## src/rtl/mfe_led7seg_74hc595_scan.sv

```systemverilog
// Multiplexed 7-segment scanner driving cascaded 74HC595s: double-buffered frame,
// runtime tick divider, polarity options and per-digit OE brightness.
module mfe_led7seg_74hc595_scan #(
    parameter int DIG_NUM        = 8,
    parameter int SEG_NUM        = 8,
    parameter int DIV_WIDTH      = 8,
    parameter int BRIGHT_WIDTH   = 4,
    parameter int SEG_ACTIVE_LOW = 0,
    parameter int DIG_ACTIVE_LOW = 0
) (
    input  logic                       clk,
    input  logic                       rst,
    input  logic [SEG_NUM*DIG_NUM-1:0] dat,
    input  logic                       vld,
    input  logic                       en,
    input  logic [DIV_WIDTH-1:0]       div_cfg,
    input  logic [BRIGHT_WIDTH-1:0]    bright,
    output logic                       busy,
    output logic                       frame_done,
    output logic                       sclk,
    output logic                       rclk,
    output logic                       dio,
    output logic                       oe_n
);
    localparam int CHA_WIDTH = SEG_NUM + DIG_NUM;
    localparam int DIG_W     = $clog2(DIG_NUM);
    localparam int BIT_W     = $clog2(CHA_WIDTH);

    typedef enum logic [2:0] {IDLE, LOAD, SHIFT_LO, SHIFT_HI, LATCH, HOLD} state_t;
    state_t state, state_nxt;

    logic [DIG_NUM-1:0][SEG_NUM-1:0] shadow, active, frame_src;
    logic                    pending;
    logic [DIG_W-1:0]        dig_idx;
    logic [CHA_WIDTH-1:0]    shreg, word;
    logic [BIT_W-1:0]        bit_cnt;
    logic [DIV_WIDTH-1:0]    div_q, div_cnt;
    logic [BRIGHT_WIDTH-1:0] bright_q, hold_cnt;
    logic [SEG_NUM-1:0]      seg_w;
    logic [DIG_NUM-1:0]      pos_w;
    logic tick, bit_last, hold_last, dig_last, swap;

    assign tick      = (div_cnt == div_q);
    assign bit_last  = (bit_cnt == BIT_W'(CHA_WIDTH - 1));
    assign hold_last = (hold_cnt == '1);
    assign dig_last  = (dig_idx == DIG_W'(DIG_NUM - 1));

    // Frame swap happens only at the digit-0 load; a write landing in that very
    // cycle bypasses the shadow so it is shown without a frame of delay.
    always_comb begin
        swap      = (state == LOAD) && (dig_idx == '0) && (vld || pending);
        frame_src = active;
        if (swap) frame_src = vld ? dat : shadow;
        seg_w = frame_src[dig_idx];
        if (SEG_ACTIVE_LOW != 0) seg_w = ~seg_w;
        pos_w = DIG_NUM'(1) << dig_idx;
        if (DIG_ACTIVE_LOW != 0) pos_w = ~pos_w;
        word = {seg_w, pos_w};
    end

    always_ff @(posedge clk or negedge rst) begin
        if (!rst) state <= IDLE;
        else      state <= state_nxt;
    end

    always_comb begin
        state_nxt  = state;
        busy       = 1'b1;
        frame_done = 1'b0;
        sclk       = 1'b0;
        rclk       = 1'b0;
        dio        = 1'b0;
        oe_n       = 1'b1;
        case (state)
            IDLE: begin
                busy = 1'b0;
                if (en) state_nxt = LOAD;
            end
            LOAD: state_nxt = SHIFT_LO;
            SHIFT_LO: begin
                dio = shreg[CHA_WIDTH-1];
                if (tick) state_nxt = SHIFT_HI;
            end
            SHIFT_HI: begin
                sclk = 1'b1;
                dio  = shreg[CHA_WIDTH-1];
                if (tick) state_nxt = bit_last ? LATCH : SHIFT_LO;
            end
            LATCH: begin
                rclk = 1'b1;
                if (tick) state_nxt = HOLD;
            end
            HOLD: begin
                oe_n = (hold_cnt >= bright_q);
                if (tick && hold_last) begin
                    frame_done = dig_last;
                    state_nxt  = en ? LOAD : IDLE;
                end
            end
            default: state_nxt = IDLE;
        endcase
    end

    always_ff @(posedge clk or negedge rst) begin
        if (!rst) begin
            shadow   <= '0;
            active   <= '0;
            pending  <= 1'b0;
            dig_idx  <= '0;
            shreg    <= '0;
            bit_cnt  <= '0;
            div_q    <= '0;
            div_cnt  <= '0;
            bright_q <= '0;
            hold_cnt <= '0;
        end else begin
            if (vld) begin
                shadow  <= dat;
                pending <= 1'b1;
            end
            if (state == LOAD)      div_cnt <= '0;
            else if (state != IDLE) div_cnt <= tick ? '0 : div_cnt + 1'b1;
            case (state)
                LOAD: begin
                    shreg    <= word;
                    div_q    <= div_cfg;
                    bit_cnt  <= '0;
                    hold_cnt <= '0;
                    if (swap) begin
                        active  <= frame_src;
                        pending <= 1'b0;
                    end
                end
                SHIFT_HI: if (tick && !bit_last) begin
                    shreg   <= shreg << 1;
                    bit_cnt <= bit_cnt + 1'b1;
                end
                LATCH: bright_q <= bright;
                HOLD: if (tick) begin
                    hold_cnt <= hold_cnt + 1'b1;
                    if (hold_last) dig_idx <= dig_last ? '0 : dig_idx + 1'b1;
                end
                default: ;
            endcase
        end
    end
endmodule

```

## config.mk

```make
export PLATFORM = sky130hd
export DESIGN_NAME = mfe_led7seg_74hc595_scan
export DESIGN_NICKNAME = d
export VERILOG_FILES = /design/src/rtl/mfe_led7seg_74hc595_scan.sv
export SDC_FILE = /design/constraint.sdc
export NUM_CORES = 1
export LEC_CHECK = 0
export CAP_MARGIN = 20
export CORE_MARGIN = 2
export CORE_UTILIZATION = 57
export DETAILED_ROUTE_END_ITERATION = 8
export HOLD_SLACK_MARGIN = 0.08
export PLACE_DENSITY = 0.78
export SYNTH_ARGS = -nofsm -noshare
export SYNTH_HDL_FRONTEND = slang
export SYNTH_SLANG_ARGS = --single-unit
```

## constraint.sdc

```tcl
create_clock -name clk -period 3.33 [get_ports clk]
set_clock_uncertainty 0.15 [all_clocks]
set_input_delay 0.666 -clock clk [delete_from_list [all_inputs] [get_ports clk]]
set_output_delay 0.666 -clock clk [all_outputs]
set_load 0.02 [all_outputs]
```

==> out/results.md <==
| Metric | Value | Unit |
|:---|:---|:---|
| Total Die Area | 0.0154 | mm2 |
| Count of flip-flops with a built-in enable after synthesis | 0 | - |
| WL/cell | 19.1 | um |
| Endpoint kind of the worst setup timing path | primary output | - |
| Final design area excluding fillers | 0.00995 | mm2 |
| Status | finished clean | - |
| Vias in the first global route | 6,014 | - |
| Clock buffer depth | 2 | - |
| Post-Synthesis Mean Instance Area | 12.1 | um2 |
| Worst min-delay path category | primary input to async pin | - |
| Clock period minus worst slack | 3.07 | ns |
| Pin count of the biggest net entering global routing | 76 | - |
| Largest family of logic cells by synthesized area | multiplexers | - |
| Area of the multi-input gates | 0.00343 | mm2 |
| Area of the mapped netlist | 0.00820 | mm2 |
| Via total after detailed routing | 5,768 | - |
| Htree depth | 4 | - |
| Root Buffer Master | sky130_fd_sc_hd__clkbuf_16 | - |
| Worst-case reg-to-reg path depth | 9 | - |
| Area share of and/or/nand/nor cells after synthesis | 9.53 | % |
| Instance count on the critical path | 8 | - |
| Num ports | 86 | - |
| Count of routing violations after the opening detailed-route iteration | 426 | - |
| Top area cells in the synthesized netlist | sky130_fd_sc_hd__dfrtp_1 55%, sky130_fd_sc_hd__mux2_2 15%, sky130_fd_sc_hd__mux2i_1 2.7% | - |
| Predominant post-synthesis flop cell | sky130_fd_sc_hd__dfrtp_1 | - |
| Buffers on Ports | 85 | - |
| Antenna diode count | 0 | - |
| Number of buffers inserted for hold repair after clock tree synthesis | 0 | - |
| GP Congestion | 0.869 | - |
| Class of the most critical setup path | register to primary output | - |
| Transition time at the pin with the least slew margin | 0.739 | ns |
| Required time at the endpoint of the critical path | 2.51 | ns |
| Die Y | 124 | um |
| Leakage | 4.36 | nW |
| Final Slew Violations | 0 | - |
| Buffers & Inverters on Critical Path | 2 | - |
| Fmax achieved | 326 | MHz |
| Wire length of the first global-routing pass | 30,000 | um |
| Area occupied by registers | 0.00448 | mm2 |
| Synth top area share | 54.6 | % |
| RR Endpoint | shreg[10]$_DFFE_PN0P_ | - |
| Final clock period utilization by the worst path | 92.2 | % |
| FFs w/ async S/R, synth | 100 | % |
| Antenna-violating nets left | 0 | - |
| FF-to-FF Start | dig_idx[1]$_DFFE_PN0P_ | - |
| DRT Pass-1 Iters | 5 | - |
| Number of remaining DRC errors | 0 | - |
| Endpoints failing setup | 0 | - |
| Share of cell area taken by muxes after synthesis | 19.8 | % |
| Filler cell count | 971 | - |
| MaxCap Viol Count | 0 | - |
| Register-to-register setup slack | 0.51 | ns |
| Adder-Cell Fraction of Synth Area | 1.98 | % |
| Count of clock tree sinks | 179 | - |
| Via-per-instance ratio | 6.00 | - |
| Post-synthesis compound-gate area fraction | 9.18 | % |
| Number of hold violations in the final report | 0 | - |
| Horizontal die dimension | 124 | um |
| Slowest stage cell on the critical path | sky130_fd_sc_hd__clkdlybuf4s50_1 | - |
| Worst VDD drop | 0.410 | mV |
| Placeable core area | 0.0140 | mm2 |
| Fraction of synthesized cell area in xor and xnor cells | 1.17 | % |
| Wirelength, routed | 18,400 | um |
| Initial cell density of the core | 58.6 | % |
| Nets in the synthesized netlist | 769 | - |
| Fin nets | 861 | - |
| Count of different cell masters after synthesis | 53 | - |
| Core utilization of the finished layout | 71.1 | % |
| Number of instances in the synthesized netlist | 676 | - |
| Antenna violations before repair | 0 | - |
| Std cell rows | 43 | - |
| GRT overflow | 0 | - |
| Number of flip-flops and latches in the synthesized netlist | 179 | - |
| Number of warning messages in the yosys log | 0 | - |
| Leading area contributor after synthesis | sky130_fd_sc_hd__dfrtp_1 | - |
| Leading cell type in the layout, fill and taps excluded | sky130_fd_sc_hd__dfrtp_1 | - |
| RSZ-0062 raised after global routing | no | - |
| Clock tree from TritonCTS | built | - |
| Chain of cells forming the critical path | inv_1 -> ha_1 -> nand2b_1 -> a21oi_1 -> nor2b_1 -> o21ai_0 -> nand2_1 -> clkdlybuf4s50_1 | - |
| Cell area reported after detailed placement | 0.00932 | mm2 |
| Most frequent cells in the layout | 179 x sky130_fd_sc_hd__dfrtp_1, 106 x sky130_fd_sc_hd__mux2_2, 82 x sky130_fd_sc_hd__clkdlybuf4s50_1 | - |
| Gr usage total | 26.0 | % |
| Number of buffers added by the clock tree synthesis step | 17 | - |
| CP peak stage delay | 0.53 | ns |
| Slew margin rel. | 50.5 | % |
| Setup TNS Final | 0 | ns |
| Worst Setup SP | hold_cnt[0]$_DFFE_PN0P_ | - |
| WP data arrival | 2.25 | ns |
| Sequential fraction of the synthesis area | 54.6 | % |
| Clock transition at the register clock pins on the worst setup and hold paths after CTS | 0.06 | ns |
| Kind of start point of the critical path | register | - |
| Crit Path Max Fanout | 5 | - |
| Clock insertion delay at the later pin of the skew report | 0.44 | ns |
| Share of final-layout standard cells stronger than drive strength 1 | 23.8 | % |
| Layout overhead on the synthesized area | 21.3 | % |
| Capturing instance or port of the critical path | oe_n | - |
| Placed wire-length estimate after detailed placement | 12,700 | um |
| Gate family responsible for the most delay along the worst path | buffers and inverters | - |
| Total power density per cell area | 604 | mW/mm2 |
cells in the mapped netlist, drive strengths merged, types with 6 or more instances:
| cell | count |
|---|---|
| a211oi | 11 |
| a21oi | 20 |
| a221oi | 7 |
| a311o | 7 |
| a31oi | 10 |
| and3 | 6 |
| buf | 23 |
| clkbuf | 18 |
| dfrtp | 179 |
| ha | 13 |
| inv | 24 |
| mux2 | 107 |
| mux2i | 22 |
| mux4 | 8 |
| nand2 | 43 |
| nand3 | 17 |
| nor2 | 44 |
| nor3 | 16 |
| nor4 | 17 |
| o21ai | 24 |
| xor2 | 10 |
worst min path at each step:
stage                         start                    end  slack (ns)
6_report                        rst   shadow[39]$_DFF_PN0_        0.05
5_1_grt                         rst   shadow[39]$_DFF_PN0_        0.11
2_1_floorplan                   rst  active[0]$_DFFE_PN0P_        0.22
4_1_cts                         rst   shadow[56]$_DFF_PN0_        0.09
3_3_place_gp   shreg[0]$_DFFE_PN0P_   shreg[0]$_DFFE_PN0P_        0.32
3_5_place_dp   shreg[0]$_DFFE_PN0P_   shreg[0]$_DFFE_PN0P_        0.33
state kept, by name, indices dropped and copies added, names as in the netlist:
| signal | cells |
|---|---|
| div_q | 8 |
| div_cnt | 8 |
| shreg | 16 |
| pending | 1 |
| active | 64 |
| hold_cnt | 4 |
| shadow | 64 |
| dig_idx | 3 |
| bit_cnt | 4 |
| state | 3 |
| bright_q | 4 |
what timing repair did:
| item | 4_1_cts | 5_1_grt |
|---|---|---|
| setup buffers | 0 | 0 |
| endpoints found under the setup margin | 1 | 1 |
| gates resized for setup | 2 | 1 |
report_power, final:
part	switching [W]	leakage, nW	total, W	internal, W
clock	0.000843	0.300	0.00209	0.00124
combinational	0.000485	1.91	0.00104	0.000554
sequential	0.000268	2.16	0.00289	0.00262
cell families (layout without fill, tap and decap cells):
logic type,Yosys count,after routing
fa+ha+maj,13,13
mux,137,137
simple gates,163,163
flops,179,179
xor+xnor,11,11
buf+inv,65,170
compound gates,108,108
layout make-up:
class / count / share of cell area, %
sequential: 179 / 45.0
multi-input combinational: 432 / 34.5
timing repair buffer: 114 / 11.1
clock buffer: 21 / 4.73
tap: 180 / 2.26
clock inverter: 11 / 1.51
inverter: 24 / 0.905
per-stage QoR:
stage               std cells  power, W  hold WS [ns]  worst slack [ns]
global placement          929   0.00384         0.318             0.348
detailed placement        929   0.00393         0.326             0.269
finish                    961   0.00601        0.0491             0.259
global route              961   0.00628         0.110             0.115
floorplan                 676   0.00352         0.220             0.635
CTS                       961   0.00604        0.0913            0.0135
per-layer routing:
layer  track usage, %  vias up  part of all wire (%)
met5                0        -                     0
met4             10.3        0                   2.4
met3             5.86       31                   5.2
met2             44.5      187                    52
met1             32.1     2927                    41
li1                 -     2623                     -
(Power assumes the default switching activity.)
==> patch, RTL diff (same settings) <==
The 6 states of `state_t` get a one-hot encoding in 6 bits.
--- a/src/rtl/mfe_led7seg_74hc595_scan.sv
+++ b/src/rtl/mfe_led7seg_74hc595_scan.sv
@@ -28,3 +28,3 @@
 
-    typedef enum logic [2:0] {IDLE, LOAD, SHIFT_LO, SHIFT_HI, LATCH, HOLD} state_t;
+    typedef enum logic [5:0] {IDLE = 6'b000001, LOAD = 6'b000010, SHIFT_LO = 6'b000100, SHIFT_HI = 6'b001000, LATCH = 6'b010000, HOLD = 6'b100000} state_t;
     state_t state, state_nxt;
Behaviour: same outputs for any inputs over 10 cycles, from zero or initial values and one cycle with rst low; not proved beyond that.
==> patch against the original RTL <==
- sequential cell count up 3
- fmax fell by 3.4%
- routed wire length rose by 1.2%
- worst setup slack lost 0.11 ns
- area after synthesis grew 2.2%
- cell area increased by 1.5%
Power is not compared: it rests on default switching activity, and its combinational part moved more than twofold at a synthesized area within 25%.
==> patch: results <==
run_status:
  outcome: "complete, no violations"
finish:
  drive_above_1_share_pct: 20.8
  finalNetCount: 874
  nFillCells: 990
placement:
  pre_cts_slack_ns: 0.342
  placed_area_mm2: 0.00947
  place_hpwl_um: 12800
  gp_congestion: 0.874
  place_inst: 945
yosys:
  ys_top_cells_by_area: "dfrtp_1 54%, mux2_2 12%, mux2i_1 3.2%, nand2_1 2.4%, mux4_2 2.1%"
  synthCells: 696
  ys_seq_area_share_pct: 54.3
  ys_types: 57
  syn-num-nets: 789
  synthTopCellsByCount: "181 x dfrtp_1, 89 x mux2_2, 53 x nand2_1, 34 x inv_1, 29 x a21oi_1"
drt:
  via_count: 5964
  wl_met3_um: 1170
  top_layer: "met4"
  wl_per_cell_um: 19.0
  dr_wl_met2_um: 8940
  via_per_inst: 6.10
  m1WireLength_um: 7970
  first_iter_violations: 482
critical_path:
  r2r-start: "state[4]"
  rrSetupSlack_ns: 0.53
  r2r_cells: 7
  crit_arrival_ns: 2.36
  r2r_end: "shreg[12]"
timing:
  max_freq_ghz: 0.315
  slew_headroom_pct: 48.8
clocking:
  clockBufferDepth: 2
global_routing:
  grt_usage_pct: 24.7
  grt_util_met1_pct: 33.7
  met3_usage_pct: 5.31
  grt_pass1_vias: 6160
  grt_pass1_wl_um: 30900
power_and_ir_drop:
  ir_worst_vdd_v: 0.000402
-- patch: cell count changes in the layout (fill, tap and decap cells not counted), sizes merged, moves of 10 or more --
cell	unedited run	this run
mux2	107	89
a311oi	1	20
nand2	43	53
nor2	44	15
nor3	16	3
xnor2	1	12
a31oi	10	26
-- patch: how the worst min path moves through the flow --
stage | endpoint | slack, ns
global route | shadow[13] | 0.20
CTS | shadow[13] | 0.16
floorplan | active[0] | 0.22
global placement | bright_q[0] | 0.33
finish | shadow[21] | 0.14
detailed placement | bright_q[0] | 0.32
-- patch: through the flow --
stage	util [%]	total power, mW
floorplan	-	4.68
global placement	65.4	5.13
detailed placement	65.4	5.31
CTS	69.7	7.46
global route	69.8	7.84
finish	69.8	7.46
-- patch: cell type report --
class | count | area share [%]
clock buffer | 23 | 4.73
clock inverter | 8 | 1.45
inverter | 35 | 1.30
multi-input combinational | 437 | 34.8
sequential | 182 | 45.1
tap | 184 | 2.28
timing repair buffer | 108 | 10.3
-- patch: timing repair --
action,CTS,global route
endpoints found under the hold margin,0,0
hold buffers,0,0
gates resized for setup,3,2
setup endpoints to repair,1,2
buffers inserted,0,0
-- patch: cell families after synthesis --
family                     Yosys count  synth area share (%)
DFF                                182                  54.3
AOI/OAI and AO/OA                  133                  10.8
and+or+nand+nor                    153                  10.1
adders and majority gates           13                  1.94
muxes                              124                  17.3
xor gates and xnor gates            14                  1.46
buffers and inverters               77                  3.97
-- patch: power breakdown --
part	internal [mW]	leakage [nW]	switching (mW)
sequential	2.85	2.18	0.366
clock	1.31	0.303	0.823
combinational	0.997	1.89	1.10
-- patch: worst reg2reg max path, delay by kind of cell (launching register included) --
kind                   cells  cell delay (ns)
AND/OR/NAND/NOR            3             1.14
flip-flops                 1             0.48
AO/OA/AOI/OAI              2             0.29
buffers and inverters      2             0.59
